[src/rtl/mem_arbiter.sv]
// Two-client memory arbiter: the I-cache and the D-cache share one memory port, and one grant is held until mem_ready.
// Optional MEM_ARB_RR_EN: when both caches request at once, the side that was not served last wins.
module mem_arbiter #(
    parameter int ADDR_W = 28,
    parameter int DATA_W = 128
) (
    input  logic              clk,
    input  logic              proc_reset,
    input  logic              i_mem_read,
    input  logic              i_mem_write,
    input  logic [ADDR_W-1:0] i_mem_addr,
    input  logic [DATA_W-1:0] i_mem_wdata,
    output logic [DATA_W-1:0] i_mem_rdata,
    output logic              i_mem_ready,
    input  logic              d_mem_read,
    input  logic              d_mem_write,
    input  logic [ADDR_W-1:0] d_mem_addr,
    input  logic [DATA_W-1:0] d_mem_wdata,
    output logic [DATA_W-1:0] d_mem_rdata,
    output logic              d_mem_ready,
    output logic              mem_read,
    output logic              mem_write,
    output logic [ADDR_W-1:0] mem_addr,
    output logic [DATA_W-1:0] mem_wdata,
    input  logic [DATA_W-1:0] mem_rdata,
    input  logic              mem_ready
);

    localparam logic [1:0] IDLE  = 2'd0;
    localparam logic [1:0] GNT_I = 2'd1;
    localparam logic [1:0] GNT_D = 2'd2;

    typedef struct packed {
        logic              rd;
        logic              wr;
        logic [ADDR_W-1:0] addr;
        logic [DATA_W-1:0] wdata;
    } mem_req_t;

    mem_req_t   i_req, d_req, fwd;
    logic [1:0] state, state_nxt;
    logic       req_i, req_d, pick_i;

    assign i_req = {i_mem_read, i_mem_write, i_mem_addr, i_mem_wdata};
    assign d_req = {d_mem_read, d_mem_write, d_mem_addr, d_mem_wdata};
    assign req_i = i_mem_read | i_mem_write;
    assign req_d = d_mem_read | d_mem_write;

`ifdef MEM_ARB_RR_EN
    // lg remembers which side completed last (1 means D); it breaks ties in favour of the other side
    logic lg;

    always_ff @(posedge clk) begin
        if (proc_reset)
            lg <= 1'b0;
        else if (mem_ready && state == GNT_I)
            lg <= 1'b0;
        else if (mem_ready && state == GNT_D)
            lg <= 1'b1;
    end

    assign pick_i = req_i & (~req_d | lg);
`else
    assign pick_i = req_i & ~req_d;
`endif

    always_comb begin
        state_nxt = state;
        case (state)
            IDLE: begin
                if (pick_i)
                    state_nxt = GNT_I;
                else if (req_d)
                    state_nxt = GNT_D;
            end
            GNT_I, GNT_D: begin
                if (mem_ready)
                    state_nxt = IDLE;
            end
            default: state_nxt = IDLE;
        endcase
    end

    always_ff @(posedge clk) begin
        if (proc_reset)
            state <= IDLE;
        else
            state <= state_nxt;
    end

    // The grant holds even if the owner drops its request early; memory then sees an empty request
    always_comb begin
        fwd = '0;
        case (state)
            GNT_I:   fwd = i_req;
            GNT_D:   fwd = d_req;
            default: fwd = '0;
        endcase
    end

    assign mem_read    = fwd.rd;
    assign mem_write   = fwd.wr;
    assign mem_addr    = fwd.addr;
    assign mem_wdata   = fwd.wdata;

    assign i_mem_ready = (state == GNT_I) & mem_ready;
    assign d_mem_ready = (state == GNT_D) & mem_ready;
    assign i_mem_rdata = mem_rdata;
    assign d_mem_rdata = mem_rdata;

endmodule
[config.mk]
export PLATFORM = sky130hd
export DESIGN_NAME = mem_arbiter
export DESIGN_NICKNAME = d
export VERILOG_FILES = /design/src/rtl/mem_arbiter.sv
export SDC_FILE = /design/constraint.sdc
export NUM_CORES = 1
export LEC_CHECK = 0
export CAP_MARGIN = 20
export CORE_AREA = 2 2 334 336
export CTS_BUF_LIST = sky130_fd_sc_hd__clkbuf_16
export DETAILED_ROUTE_END_ITERATION = 10
export DIE_AREA = 0 0 336 338
export GPL_ROUTABILITY_DRIVEN = 0
export GPL_TIMING_DRIVEN = 0
export MAX_ROUTING_LAYER = met4
export SETUP_SLACK_MARGIN = 0.05
export SLEW_MARGIN = 40
export SYNTH_ARGS = -nofsm -noshare
export SYNTH_HDL_FRONTEND = slang
export SYNTH_SLANG_ARGS = --single-unit
[constraint.sdc]
create_clock -name clk -period 1.3 [get_ports clk]
set_input_delay 0.195 -clock clk [delete_from_list [all_inputs] [get_ports clk]]
set_output_delay 0.195 -clock clk [all_outputs]
set_load 0.02 [all_outputs]
### Word-level counts from Yosys, hierarchy flattened

Cells that the tools add are included.

| storage, ports and cells | value |
|---|---|
| output and inout port bits | 416 |
| input bits | 447 |
| logic and storage cells | 19 |
| bits in registers | 2 |

| operators by class | value |
|---|---|
| equality and inequality tests | 4 |
| reductions and logical operators | 3 |
| muxes and demuxes | 5 |
| bitwise gates (word level) | 6 |

Operators with widths:

| cell | count |
|---|---|
| one-hot mux 158 bit (2 select lines) | 1 |
| 2-to-1 mux 2 bit | 3 |
| one-hot mux 2 bit (2 select lines) | 1 |
| AND 1 bit | 3 |
| inequality test 3 bit, second input constant | 1 |
| == test 2 x 1 -> 1 bit, second input constant | 1 |
| == test 2 bit, second input constant | 1 |
| zero test 2 bit | 1 |
| inequality test 2 bit, second input constant | 1 |
| OR 1 bit | 2 |
| AND reduction 2 bit | 1 |
| OR reduction 2 bit | 1 |
| inverter 1 bit | 1 |

### Longest topological paths before layout

Gate-level depths: netlist of the first run.

| depth | value |
|---|---|
| depth after elaboration | 5 |
| depth in mapped cells | 7 |
| depth with buffers taken out | 5 |

### Least setup slack after synthesis of the first run

No wires, ideal clock.

| path | value |
|---|---|
| path type | register to output |
| start | register state[0] |
| end | output port mem_addr[0] |
| required time | 1105 ps |
| buffers on the path | 2 |
| cell stages (with the launch flop) | 6 |
| arrival time | 1386 ps |
| setup slack | -281 ps |
| path through | dfxtp_1 -> inv_1 -> ha_1 -> buf_2 -> buf_2 -> nor2b_1 |

| on the way | value |
|---|---|
| longest elaborated chain between the ends | 2 |
| elaborated cells on any way between the ends | 3 |
| those cells by class | 2 x eq/ne; 1 x mux |

Ends and longest elaborated chain:

| what | RTL line | RTL |
|---|---|---|
| from (decl) | 41 | `logic [1:0] state, state_nxt;` |
| from (signal assigned) | 88 | `state <= state_nxt;` |
| == test 2 bit / == test 2 x 1 -> 1 bit (equally long branches) | 94 | `case (state)` |
| one-hot mux 158 bit (2 select lines) * | 94 |  |
| to (decl) | 23 | `output logic [ADDR_W-1:0] mem_addr,` |

Every way passes the cells marked *; elsewhere a longest branch is shown, timed or not.

### Final worst setup path of the first run

| path | value |
|---|---|
| start | register state[0] |
| end | output port mem_wdata[68] |

| on the way | value |
|---|---|
| longest elaborated chain between the ends | 2 |
| elaborated cells on any way between the ends | 3 |
| those cells by class | 2 x eq/ne; 1 x mux |

Ends and longest elaborated chain:

| what | RTL line | RTL |
|---|---|---|
| == test 2 bit / == test 2 x 1 -> 1 bit (equally long branches) | 94 |  |
| one-hot mux 158 bit (2 select lines) * | 94 |  |
| to (decl) | 24 | `output logic [DATA_W-1:0] mem_wdata,` |

Marks and branches as above.

==> impl_results.md, run 1 <==
* Crit path to: mem_wdata[68]
* Hold crit path type: flop to flop
* CP max FO at 8
* Chip Width at 336 um
* DP Worst Slack at -1.43 ns
* Clock Skew at 0.00294 ns
* Peak supply drop at 0.000417 V
* Final cycle utilization of the critical path at 167%
* FF-to-FF End: state[0]$_SDFFE_PP0P_
* Pins over their slew limit at 0
* Gr usage total at 10.2%
* Nets at 1,887
* Number of global-route vias before repair at 7,692
* Worst Max-Slew Pin Slew at 0.541 ns
* Max_cap viols at 0
* Sequential share of the synthesized area at less than 1%
* Critical path type: flop to output pin
* Total I/O pin count at around 860
* Number of synthesized register bits at 2
* First-pass GRT wire length at 74,400 um
* Setup TNS at -113.64 ns
* Worst setup SP type: flop
* Yosys cell types at 19
* Core Box Area at 0.110 sq mm
* Die Height at around 340 um
* Reg2Reg Setup Slack at -0.07 ns
* Total CTS buffers at 3
* Reg2Reg Depth at 6
* Fmax at between 0.4 and 0.5 GHz
* Synth-to-Final Area Change at 262%
* Violated checks: setup timing
* Max-slew headroom at 63.9%
* Reg area at 47.5 sq um
* Port Buf Inserts at between 700 and 800
* Static Leak at about 0.0062 uW
* Starting Density at 4.30%
* Fin. Hold Viols at 0
* Syn Inst Count at 644
* Final setup viols at 162
* Filler cell count in the final layout at 12,400
* Hold_buf cts at 0
* Max reg flops at 2
* PnR Total Power at roughly 12,000 uW
* Vias/cell at 2.63
* Top Registers: state (2)
* Antenna violations before repair at 10
* Dpl cell area at 0.0151 sq mm
* CP Capture Type: output pin
* Clock Tree Buf Depth at 2
* Minimum clock period at 2.17 ns
* Die area at 0.114 sq mm
* Yosys warns at 0
* Syn_area_per_cell at between 7 and 8 sq um
* Final Instance Count excl. Fillers at 2,929
* Rows at 122
* # DRC at 0
* Design area at roughly 0.017 sq mm
* Grt ovf at 0
* Avg WL per Cell at 21.6 um
* R2R Path Start: state[1]$_SDFFE_PP0P_
* DRT iter0 DRCs at 156
* Cell Pwr Density at between 600 and 700 mW/mm^2
* Skew-Pair Late Insertion Delay at between 0.2 and 0.25 ns
* Clock transition at path regs at approximately 0.030 ns
* Fraction of layout cells with a size suffix above 1 at between 50% and 60%
* Status: finished with violations
* CTS tree: built
* Clk root buf: clkbuf_16
* HPWL after DPL at 54,800 um
* Most frequent cells in the layout: 573 x clkdlybuf4s50_1, 276 x buf_4, 170 x buf_6
* Critical path data arrival time at 1.98 ns
* WP data required at around 1.1 ns
* Vias at 7,707
* CTS HTree Levels at 1
* RSZ-0062 raised after global routing: yes
* Crit path launch: state[0]$_SDFFE_PP0P_
* Final ANT Viol Nets at 0
* Total wire length at between 60,000 and 70,000 um
* Commonest non-fill, non-tap cell in the layout: clkdlybuf4s50_1
* Mapped cell area at 0.00473 sq mm
* Area occupied by multi-input gates at 0.00397 sq mm
* Syn Nets at roughly 1,100
* Largest net degree at the start of global routing at 11
* Reg with most FFs: state
* Setup ws final at -0.872 ns
* Dpl cells at 2,868
* Clk sinks at 2
* TritonRoute pass-1 iters at 4
[cells in the mapped netlist]
cell type / n / area (sq um)
a22oi_1: 143 / 1070
nand3b_1: 1 / 7.51
inv_1: 2 / 7.51
a22oi_2: 15 / 188
buf_6: 16 / 180
and2_1: 2 / 12.5
nand2b_1: 1 / 6.26
dfxtp_1: 2 / 40.0
a211oi_1: 1 / 7.51
o21ai_0: 2 / 10.0
buf_2: 21 / 105
a21oi_1: 2 / 10.0
nor2b_1: 159 / 995
buf_12: 1 / 20.0
buf_4: 268 / 2010
nor2_1: 1 / 3.75
ha_1: 3 / 37.5
clkbuf_1: 3 / 11.3
nor3b_1: 1 / 7.51
[worst min-delay path by stage]
stage                     cells after the start                     to                   from  slack (ns)
after CTS                                     2  state[1]$_SDFFE_PP0P_  state[1]$_SDFFE_PP0P_        0.54
after global routing                          2  state[0]$_SDFFE_PP0P_  state[0]$_SDFFE_PP0P_        0.54
final                                         2  state[0]$_SDFFE_PP0P_  state[0]$_SDFFE_PP0P_        0.53
after detailed placement                      2  state[1]$_SDFFE_PP0P_  state[1]$_SDFFE_PP0P_        0.52
after floorplan                               1  state[1]$_SDFFE_PP0P_             proc_reset        0.26
after global placement                        2  state[1]$_SDFFE_PP0P_  state[1]$_SDFFE_PP0P_        0.51
[layout make-up]
| class | count | area share (%) |
|---|---|---|
| multi-input cells | 331 | 23.1 |
| inverters | 2 | 0.0730 |
| well taps | 1488 | 10.9 |
| diodes | 5 | 0.0730 |
| clock inverters | 1 | 0.0219 |
| plain buffers | 306 | 16.0 |
| clock buffers | 3 | 0.438 |
| flip-flops and latches | 2 | 0.277 |
| repair buffers | 791 | 49.1 |
[timing repair]
action	4_1_cts	5_1_grt
endpoints found under the setup margin	162	162
pin swaps	76	85
gates cloned	6	9
setup buffers	15	28
gates resized for setup	1043	246
[through the flow]
stage	hold WS (ns)	utilization (%)
finish	0.532	15.6
global route	0.545	15.6
CTS	0.539	14.6
detailed placement	0.516	13.7
global placement	0.512	13.7
floorplan	0.257	-
[routing by layer]
metal / routed length [um] / up-vias / part of all wire (%) / global-route usage (%)
li1: - / 3552 / - / -
met1: 27700 / 3664 / 44 / 13.1
met2: 31400 / 464 / 50 / 17.7
met3: 3730 / 27 / 5.9 / 1.49
met4: 394 / 0 / 0.62 / 0.267
met5: 0 / - / 0 / -
[kinds of logic (layout without fill, tap and decap cells)]
| logic type | Yosys count | after routing | share of synthesized area [%] |
|---|---|---|---|
| flip-flops | 2 | 2 | 0.846 |
| adder cells (fa/ha/maj) | 3 | 3 | 0.793 |
| other | 0 | 5 | 0 |
| AO/OA/AOI/OAI | 163 | 163 | 27.2 |
| buffers and inverters | 311 | 1103 | 49.3 |
| AND/OR/NAND/NOR | 165 | 165 | 21.8 |
[worst max-delay path: stages, from the launching register on]
cell and delay [ns]:
dfxtp_4 0.34, buf_6 0.11, ha_4 0.15, buf_12 0.15, buf_16 0.17, buf_16 0.16, a22oi_2 0.42, nor2b_4 0.07
buf_6 0.14
[where the power goes]
group	switching (uW)	internal, uW	total, uW
sequential	14.3	73.9	88.1
combinational	5080	5970	11000
clock	82.9	396	479
total	5180	6440	11600
No activity file was read; power rests on OpenSTA's default activity.
==> inputs of run 2 (changes only) <==
--- a/config.mk
+++ b/config.mk
@@ -5,11 +5,13 @@
 export SDC_FILE = /design/constraint.sdc
 export NUM_CORES = 1
 export LEC_CHECK = 0
+export ABC_CLOCK_PERIOD_IN_PS = 1300
 export CAP_MARGIN = 20
-export CORE_AREA = 2 2 334 336
+export CORE_AREA = 2 2 331 333
 export CTS_BUF_LIST = sky130_fd_sc_hd__clkbuf_16
 export DETAILED_ROUTE_END_ITERATION = 10
-export DIE_AREA = 0 0 336 338
+export DIE_AREA = 0 0 333 335
+export DONT_BUFFER_PORTS = 1
 export GPL_ROUTABILITY_DRIVEN = 0
 export GPL_TIMING_DRIVEN = 0
 export MAX_ROUTING_LAYER = met4
==> impl_results.md, run 2 (same netlist as run 1, synthesis figures left out) <==
* Core Box Area at 0.108 sq mm
* Cell Pwr Density at ~1000 mW/mm^2
* R2R Path Start: state[1]$_SDFFE_PP0P_
* Hold_buf cts at 0
* Most frequent cells in the layout: 274 x buf_4, 159 x nor2b_4, 144 x a22oi_2
* Pins over their slew limit at 0
* Total CTS buffers at 3
* Critical path type: flop to output pin
* TritonRoute pass-1 iters at 4
* HPWL after DPL at 46,000 um
* Max_cap viols at 0
* Violated checks: setup timing
* Total I/O pin count at 863
* Largest net degree at the start of global routing at 12
* Hold crit path type: input port to flop
* Critical path data arrival time at around 1.9 ns
* Grt ovf at 0
* Fmax at between 0.4 and 0.5 GHz
* Final cycle utilization of the critical path at 164%
* Rows at 121
* CP Capture Type: output pin
* WP data required at 1.11 ns
* Total wire length at 54,000 um
* Dpl cells at 2,061
* PnR Total Power at 10,000 uW
* Hold depth at 1
* Setup ws final at -0.838 ns
* Status: finished with violations
* Starting Density at 4.38%
* Min-delay src: proc_reset
* First-pass GRT wire length at between 60,000 and 70,000 um
* CTS tree: built
* Clk root buf: clkbuf_16
* Gr usage total at 8.83%
* Avg WL per Cell at 25.2 um
* Chip Width at 333 um
* Skew-Pair Late Insertion Delay at 0.23 ns
* FF-to-FF End: state[1]$_SDFFE_PP0P_
* Max-slew headroom at around 60%
* RSZ-0062 raised after global routing: yes
* Peak supply drop at 0.000721 V
* Clock Tree Buf Depth at 2
* Final setup viols at 162
* Worst setup SP type: flop
* Die Height at 335 um
* Vias/cell at 2.45
* Clk sinks at 2
* Die area at 0.112 sq mm
* Nets at ~1,200
* Reg with most FFs: state
* Reg2Reg Setup Slack at -0.22 ns
* Synth-to-Final Area Change at 115%
* Number of global-route vias before repair at 5,250
* Reg2Reg Depth at 7
* Worst Max-Slew Pin Slew at 0.585 ns
* DP Worst Slack at -1.09 ns
* Top Registers: state (2)
* Max reg flops at 2
* Fin. Hold Viols at 0
* Final ANT Viol Nets at 0
* Minimum clock period at 2.14 ns
* Final Instance Count excl. Fillers at 2,144
* Vias at 5,258
* Clock Skew at approximately 0.005 ns
* Fraction of layout cells with a size suffix above 1 at between 90% and 100%
* End of the worst hold path: state[0]$_SDFFE_PP0P_
* Commonest non-fill, non-tap cell in the layout: buf_4
* Clock transition at path regs at 0.03 ns
* # DRC at 0
* CP max FO at 10
* DRT iter0 DRCs at 186
* Antenna violations before repair at 2
* Static Leak at about 0.0033 uW
* Setup TNS at -108.62 ns
* Port Buf Inserts at 0
* CTS HTree Levels at 1
==> run 2: stage by stage <==
step                utilization [%]  instance area (sq um)  hold slack, ns
floorplan                         -                   5860           0.257
global placement               7.06                   7630           0.270
detailed placement             7.08                   7660           0.273
CTS                            8.93                   9650          0.0404
global route                   9.42                  10200          0.0440
finish                         9.43                  10200          0.0419
==> run 2: what timing repair did <==
action / CTS / global route
pin swaps: 24 / 15
resized for setup: 285 / 70
endpoints found under the setup margin: 162 / 162
buffers inserted: 38 / 24
gates cloned: 13 / 10
==> run 2: routing by layer <==
layer | track usage (%) | vias to the layer above | wire length, um
li1 | - | 2127 | -
met1 | 11.6 | 2596 | 24100
met2 | 14.1 | 461 | 25000
met3 | 1.08 | 74 | 2850
met4 | 2.75 | 0 | 1930
met5 | - | - | 0
==> run 2: how the worst max path moves through the flow <==
| stage | startpoint | to | depth (start not counted) |
|---|---|---|---|
| floorplan | state[0]$_SDFFE_PP0P_ | mem_wdata[69] | 7 |
| global placement | state[0]$_SDFFE_PP0P_ | mem_wdata[59] | 7 |
| detailed placement | state[0]$_SDFFE_PP0P_ | mem_wdata[60] | 7 |
| CTS | state[1]$_SDFFE_PP0P_ | mem_wdata[60] | 7 |
| global route | state[1]$_SDFFE_PP0P_ | mem_wdata[60] | 6 |
| finish | state[0]$_SDFFE_PP0P_ | mem_wdata[59] | 7 |
==> run 2: worst max-delay path, stage by stage, from the launching register on <==
cell	delay, ns
dfxtp_4	0.36
inv_4	0.05
ha_4	0.15
buf_12	0.14
buf_16	0.16
buf_12	0.17
a22oi_2	0.45
nor2b_4	0.17
==> run 2: cell type report <==
type	instances	area, sq um
repair buffers	82	1280
diodes	5	12.5
clock inverters	1	3.75
inverters	2	12.5
fillers	12500	97900
plain buffers	304	2740
well taps	1414	1770
flip-flops and latches	2	47.5
multi-input cells	331	4250
clock buffers	3	75.1
==> run 2: report_power, final <==
group | internal (uW) | switching [uW] | leakage, uW
registers | 73.9 | 15.2 | 0.0000178
logic | 4590 | 4880 | 0.00320
clock network | 396 | 83.3 | 0.0000423
total | 5060 | 4980 | 0.00326
